[src/rtl/alu_pkg.sv]
// Shared types and helpers for the multi-cycle add/subtract unit.
package alu_pkg;

  typedef enum logic [1:0] {
    IDLE = 2'd0,
    RUN  = 2'd1,
    DONE = 2'd2
  } state_t;

  localparam logic OP_ADD = 1'b0;
  localparam logic OP_SUB = 1'b1;

  function automatic int unsigned n_chunks(input int unsigned width, input int unsigned chunk);
    return width / chunk;
  endfunction

endpackage

[src/rtl/adder_chunk.sv]
// Combinational CHUNK-bit ripple-carry adder; also exposes the carry into its top bit.
module adder_chunk #(
  parameter int unsigned CHUNK = 4
) (
  input  logic [CHUNK-1:0] a,
  input  logic [CHUNK-1:0] b,
  input  logic             cin,
  output logic [CHUNK-1:0] sum,
  output logic             cout,
  output logic             c_msb_in
);

  logic [CHUNK:0] c;

  always_comb begin
    c    = '0;
    sum  = '0;
    c[0] = cin;
    for (int unsigned i = 0; i < CHUNK; i++) begin
      sum[i]   = a[i] ^ b[i] ^ c[i];
      c[i+1]   = (a[i] & b[i]) | (c[i] & (a[i] ^ b[i]));
    end
  end

  assign cout     = c[CHUNK];
  assign c_msb_in = c[CHUNK-1];

endmodule

[src/rtl/addsub_multicycle.sv]
// WIDTH-bit add/subtract computed CHUNK bits per clock, carry rippled between cycles.
module addsub_multicycle
  import alu_pkg::*;
#(
  parameter int unsigned WIDTH = 16,
  parameter int unsigned CHUNK = 4
) (
  input  logic             clk,
  input  logic             rst_n,
  input  logic             in_valid,
  output logic             in_ready,
  input  logic             op,
  input  logic [WIDTH-1:0] a,
  input  logic [WIDTH-1:0] b,
  input  logic             cin,
  output logic             out_valid,
  input  logic             out_ready,
  output logic [WIDTH-1:0] s,
  output logic             cf,
  output logic             sf,
  output logic             zf,
  output logic             of
);

  localparam int unsigned NCHUNK = n_chunks(WIDTH, CHUNK);
  localparam int unsigned IDXW   = (NCHUNK > 1) ? $clog2(NCHUNK) : 1;
  localparam logic [IDXW-1:0] LAST = IDXW'(NCHUNK - 1);

  state_t state, state_nxt;

  logic [WIDTH-1:0] a_r, b_r, res_r, res_full;
  logic             carry, op_r;
  logic [IDXW-1:0]  idx;
  logic [CHUNK-1:0] a_c, b_c, sum_c;
  logic             cout_c, cmsb_c;
  logic             accept, last;

  assign in_ready  = (state == IDLE);
  assign out_valid = (state == DONE);
  assign accept    = in_valid && in_ready;
  assign last      = (state == RUN) && (idx == LAST);

  // Constant-slice selection keeps every index in range, including WIDTH == CHUNK.
  always_comb begin
    a_c      = '0;
    b_c      = '0;
    res_full = res_r;
    for (int unsigned i = 0; i < NCHUNK; i++) begin
      if (idx == IDXW'(i)) begin
        a_c = a_r[i*CHUNK +: CHUNK];
        b_c = b_r[i*CHUNK +: CHUNK];
        res_full[i*CHUNK +: CHUNK] = sum_c;
      end
    end
  end

  adder_chunk #(
    .CHUNK(CHUNK)
  ) u_chunk (
    .a        (a_c),
    .b        (b_c),
    .cin      (carry),
    .sum      (sum_c),
    .cout     (cout_c),
    .c_msb_in (cmsb_c)
  );

  always_ff @(posedge clk) begin
    if (!rst_n) state <= IDLE;
    else        state <= state_nxt;
  end

  always_comb begin
    state_nxt = state;
    case (state)
      IDLE:    if (accept) state_nxt = RUN;
      RUN:     if (idx == LAST) state_nxt = DONE;
      DONE:    if (out_ready) state_nxt = IDLE;
      default: state_nxt = IDLE;
    endcase
  end

  always_ff @(posedge clk) begin
    if (!rst_n) begin
      a_r   <= '0;
      b_r   <= '0;
      res_r <= '0;
      carry <= 1'b0;
      op_r  <= OP_ADD;
      idx   <= '0;
      s     <= '0;
      cf    <= 1'b0;
      sf    <= 1'b0;
      zf    <= 1'b0;
      of    <= 1'b0;
    end else if (accept) begin
      a_r   <= a;
      b_r   <= (op == OP_SUB) ? ~b : b;
      carry <= (op == OP_SUB) ? ~cin : cin;
      op_r  <= op;
      idx   <= '0;
      res_r <= '0;
    end else if (state == RUN) begin
      res_r <= res_full;
      carry <= cout_c;
      if (last) begin
        s  <= res_full;
        cf <= cout_c ^ op_r;
        sf <= res_full[WIDTH-1];
        zf <= (res_full == '0);
        of <= cmsb_c ^ cout_c;
      end else begin
        idx <= idx + 1'b1;
      end
    end
  end

endmodule

[config.mk]
export PLATFORM = sky130hd
export DESIGN_NAME = addsub_multicycle
export DESIGN_NICKNAME = d
export VERILOG_FILES = /design/src/rtl/alu_pkg.sv /design/src/rtl/adder_chunk.sv /design/src/rtl/addsub_multicycle.sv
export SDC_FILE = /design/constraint.sdc
export NUM_CORES = 1
export LEC_CHECK = 0
export ABC_CLOCK_PERIOD_IN_PS = 8000
export CAP_MARGIN = 10
export CORE_MARGIN = 4
export CORE_UTILIZATION = 42
export CTS_CLUSTER_SIZE = 8
export DETAILED_ROUTE_END_ITERATION = 6
export PLACE_DENSITY = 0.66
export SLEW_MARGIN = 20
export SYNTH_ARGS = -nofsm -noshare
export SYNTH_HDL_FRONTEND = slang
export SYNTH_SLANG_ARGS = --single-unit
export TNS_END_PERCENT = 100
[constraint.sdc]
create_clock -name clk -period 8 [get_ports clk]
set_input_delay 1.2 -clock clk [delete_from_list [all_inputs] [get_ports clk]]
set_output_delay 1.2 -clock clk [all_outputs]
set_load 0.01 [all_outputs]
# After elaboration in Yosys (flattened, before gate mapping)
# Cells that the tools add are included.
[totals] wordCells=78 register_bits=74 out_inout_bits=22
[classes] n_eq_ne=8 add_sub_neg=1 n_reduce_logical=10 bitwise=27 muxes=20
[ops] operator="4-bit 2-to-1 mux" n=12
[ops] operator="16-bit zero test" n=1
[ops] operator="16-bit 2-to-1 mux" n=1
[ops] operator="16-bit NOT" n=1
[ops] operator="1-bit bitwise XOR" n=10
[ops] operator="1-bit AND" n=8
[ops] operator="2-bit equality test, second input constant" n=3
[ops] operator="2-bit 2-to-1 mux" n=3
[ops] operator="2-bit by 1-bit != test with 1-bit output, second input constant" n=3
[ops] operator="2-bit one-hot mux with 3 select lines" n=1
[ops] operator="3-bit AND reduction" n=2
[ops] operator="2-bit by 1-bit equality test with 1-bit output, second input constant" n=2
[ops] operator="2-bit zero test" n=2
[ops] operator="1-bit NOT" n=4
[ops] operator="1-bit bitwise OR" n=4
[ops] operator="1-bit 2-to-1 mux" n=3
[ops] operator="2-bit by 1-bit adder with 2-bit output, second input constant" n=1
[ops] operator="1-bit logical AND" n=2
[ops] operator="2-bit AND reduction" n=1
[ops] operator="2-bit nonzero test" n=1
[ops] operator="2-bit OR reduction" n=1

# Logic depth before layout (Yosys ltp)
[logic_depth] depth_word=16 mapped_depth=16

# Cells and area by module
# Synthesis repeated with hierarchy kept, for this count alone.
[hier_totals] cells_unflattened=394 hier_area_um2=3240.6
[by_module_without_submodules] mod="addsub_multicycle" area_each_um2=3130.5 cells_per_inst=382 seq_area_each_um2=1381.3 instances=1
[by_module_without_submodules] mod="adder_chunk" area_each_um2=110.1 cells_per_inst=12 seq_area_each_um2=0.0 instances=1

# Worst setup path before layout
# No wires, ideal clock.
[synth_path] path_kind="reg-to-reg" startpoint="register idx[1]" endpoint="register zf" slack_ps=4181 setup_ps=57 stages_incl_launch_ff=17 path_buffers=3 arrival_ps=3762 required_ps=7943 path_cell_list="dfxtp_1 > inv_1 > ha_1 > buf_2 > buf_2 > a221oi_1 > o31ai_1 > fa_1 > inv_1 > fa_1 > inv_1 > fa_1 > fa_1 > clkbuf_1 > or3b_2 > a222oi_1 > a21o_1"
[synth_between] elab_chain_len=15 elab_cells_between_ends=36 cone_classes="eq/ne (3); mux (12); bitwise (17); reduce/logical (4)"
[synth_rtl] element="start: declaration" line="addsub_multicycle.sv:33" text="logic [IDXW-1:0] idx;"
[synth_rtl] element="start signal: assignment" line="addsub_multicycle.sv:113" text="idx <= idx + 1'b1;"
[synth_rtl] element="2-bit zero test" line="addsub_multicycle.sv:49" text="if (idx == IDXW'(i)) begin"
[synth_rtl] element="4-bit 2-to-1 mux (4 in series)" line="addsub_multicycle.sv:49"
[synth_rtl] element="1-bit bitwise XOR" line="adder_chunk.sv:20, adder_chunk.sv:21"
[synth_rtl] element="1-bit AND" line="adder_chunk.sv:21" text="c[i+1] = (a[i] & b[i]) | (c[i] & (a[i] ^ b[i]));"
[synth_rtl] element="1-bit bitwise OR" line="adder_chunk.sv:21"
[synth_rtl] element="1-bit AND" line="adder_chunk.sv:21"
[synth_rtl] element="1-bit bitwise OR" line="adder_chunk.sv:21"
[synth_rtl] element="1-bit AND" line="adder_chunk.sv:21"
[synth_rtl] element="1-bit bitwise OR" line="adder_chunk.sv:21"
[synth_rtl] element="1-bit bitwise XOR" line="adder_chunk.sv:20" text="sum[i] = a[i] ^ b[i] ^ c[i];"
[synth_rtl] element="4-bit 2-to-1 mux" line="addsub_multicycle.sv:49"
[synth_rtl] element="16-bit zero test" line="addsub_multicycle.sv:110" text="zf <= (res_full == '0);"
[synth_rtl] element="end signal: assignment" line="addsub_multicycle.sv:110"
[synth_rtl] element="end: declaration" line="addsub_multicycle.sv:21" text="output logic zf,"
# Parallel ways exist; a longest one is shown, timed or not.
# A chain may end at the register's enable or synchronous reset.

# Worst setup path in the final report
# Ends and elaborated chain as after synthesis.

==> flow_summary.ini <==
[global_route]
grt_max_degree = 54
grt_pass1_vias = 2349
grt-ovfl-total = 0
antenna_found_initial = 0
grt_usage_pct = 16.1
grt_pass1_wl_um = 11300

[floorplan]
core_um2 = 7410
row_count = 31
start_util_pct = 44.1
io_pins = 60
dieWidth_um = 96.2
die-area_um2 = 9250
die_h_um = 96.2

[finish]
drive_above_1_share_pct = 4.11
stdcell_area_um2 = 3990
multi_input_area_um2 = 1690
antenna_cells = 0
finalNonFillerCells = 513
ff_latch_area_um2 = 1380
nFillCells = 703
synthToLayoutAreaGrowth_pct = 22.0
nets = 456

[clock_network]
hold_buffers = 0
clkLatencyLatePin_ns = 0.34
post-cts-setup-buffers = 0
cts_tree = built
cts-htree-levels = 3
clk_pin_slew_worst_paths_ns = 0.06
numCtsBuffers = 9
clock-root-buffer = clkbuf_8
post_cts_resized = 0
cts_buffer_depth = 2
numClockSinks = 69

[detailed_routing]
drt_iter0_drc = 56
dr.pass1.iters = 4
wl_per_cell_um = 13.6
drc = 0
routed_wl_um = 6960
ant_nets = 0
vias = 2617
avgViaCountPerCell = 5.10

[yosys]
postSynth.asyncResetShare_pct = 0
synth_area_leaders = dfxtp_1 42%, a211oi_1 7.1%, mux2i_1 6.4%
synth-seq-cells = 69
yosysSeqAreaShare_pct = 42.3
synth_edf_count = 0
synth_area_um2 = 3270
netlist_top_cells_count = 69 x dfxtp_1, 55 x nand2_1, 43 x nor2_1
avgSynthCellArea_um2 = 8.69
synth_cells = 376
ys_warn_count = 0
syn-num-nets = 422
synth_top_cell_area_share_pct = 42.3
synth_cell_types = 37
synth_area_leader_cell = dfxtp_1
synthFlopType = dfxtp_1
yosysMostFrequentCell = dfxtp_1

[setup_path]
crit_slowest_cell = ha_1
rr_startpoint = idx[1]
crit_top_cell = fa_1
worst_ep_required_time_ns = 8.29
critPathLaunchType = flip-flop
cp_cell_sequence = inv_1 -> ha_1 -> nor2b_1 -> a221oi_1 -> o31ai_1 -> fa_1 -> inv_1 -> fa_1 -> inv_1 -> fa_1 -> fa_1 -> or3b_2 -> a222oi_1 -> a21o_1
max_stage_delay_ns = 0.71
r2r_cells = 14
worst-path-max-fanout = 23
regToRegSetupSlack_ns = 3.72
setup.worst_path.end_class = flip-flop
crit_arrival_ns = 4.57
regToRegEndpoint = zf
path_class = reg -> reg

[hold_path]
hold_class = reg -> reg
hold_end = s[9]
hold_path_depth = 2
worstHoldStart = s[9]

[timing]
fmax_mhz = 234
tightest_slew_ns = 1.03
fin_worst_skew_ns = 0.00517
drv_slew = 0
setup-tns-final_ns = 0
rsz0062_at_grt = false
max_slew_margin_pct = 31.4
finalSetupViolCount = 0
hold_viol_final = 0
period_share_pct = 53.5
min_period_ns = 4.28

[pwr]
p_seq_share_pct = 50.6
p_sw_share_pct = 26.7
power.leakage_uw = 0.00141
pwr-share-comb_pct = 16.6
clockPowerShare_pct = 32.8
p_per_area_nw_per_um2 = 183
internal-power_uw = 534
p_switching_uw = 195
peakVddDrop_mv = 0.0829

[placement]
port_buffers = 59
dp.cells = 498
gp_congestion = 0.870
postPlaceCellArea_um2 = 3830
hpwlAfterDp_um = 4990

[outcome]
status = complete, no violations

[run]
drv_cap = 0
## power groups by stage
stage          Combinational, µW  Sequential (µW)  Clock, µW
2_1_floorplan               84.8              372          0
3_3_place_gp                 121              376          0
3_5_place_dp                 121              377          0
4_1_cts                      122              369        248
5_1_grt                      135              371        263
6_report                     121              369        239
## flip-flops by register name, indices dropped and copies added (netlist names)
name / flops
a_r: 16
s: 16
idx: 2
carry: 1
of: 1
zf: 1
op_r: 1
res_r: 12
b_r: 16
state: 2
cf: 1
## per-layer routing
layer | GRT usage [%] | share of wire [%]
met3 | 3.99 | 5.4
met4 | 6.75 | 2.0
met5 | 0 | 0
met1 | 21.5 | 48
met2 | 24.5 | 45
## critical path, delay by kind of cell, from the launching register on
family,cells,cell delay (ns)
DFF,1,0.34
AOI/OAI and AO/OA,4,0.81
adders and majority gates,5,2.28
and+or+nand+nor,2,0.58
buffers and inverters,3,0.22
## placed cells by master, fill, tap and decap left out, types with 8 or more instances in the layout
| cell type | n |
|---|---|
| clkbuf_8 | 10 |
| nand2_1 | 55 |
| clkdlybuf4s50_1 | 59 |
| nor2b_1 | 18 |
| nor2_1 | 43 |
| mux2i_1 | 21 |
| dfxtp_1 | 69 |
| a221oi_1 | 8 |
| a21oi_1 | 25 |
| xnor2_1 | 19 |
| a211oi_1 | 31 |
## worst max path at each step
stage | startpoint | slack (ns) | end | cells past startpoint
after floorplan | idx[1] | 4.18 | zf | 16
after global placement | idx[0] | 3.86 | zf | 13
after detailed placement | idx[1] | 3.73 | zf | 14
after CTS | idx[1] | 3.72 | zf | 14
after global routing | idx[1] | 3.36 | zf | 14
final | idx[1] | 3.72 | zf | 14
## area by class of cell
class	count	area share, %
Clock buffer	13	3.74
Clock inverter	2	0.251
Inverter	7	0.659
Multi-Input combinational cell	262	42.4
Sequential cell	69	34.7
Tap cell	99	3.11
Timing Repair Buffer	61	15.2
## metrics by stage
stage	setup WS, ns	total power (µW)	utilization [%]	hold WS (ns)
4_1_cts	3.72	738	53.8	0.460
3_3_place_gp	3.86	497	51.6	0.442
5_1_grt	3.36	769	53.8	0.477
2_1_floorplan	4.18	457	-	0.432
3_5_place_dp	3.73	498	51.6	0.451
6_report	3.72	729	53.8	0.459
## cell families (layout without fill, tap and decap cells)
family	count (synthesis)	after routing	share of synthesized area, %
simple gates	134	134	19.0
compound gates	79	79	16.7
flops	69	69	42.3
buf+inv	45	83	6.20
mux	21	21	6.43
xor+xnor	20	20	5.36
fa+ha+maj	8	8	3.98
Note: power is estimated with default switching activity, not from simulation.
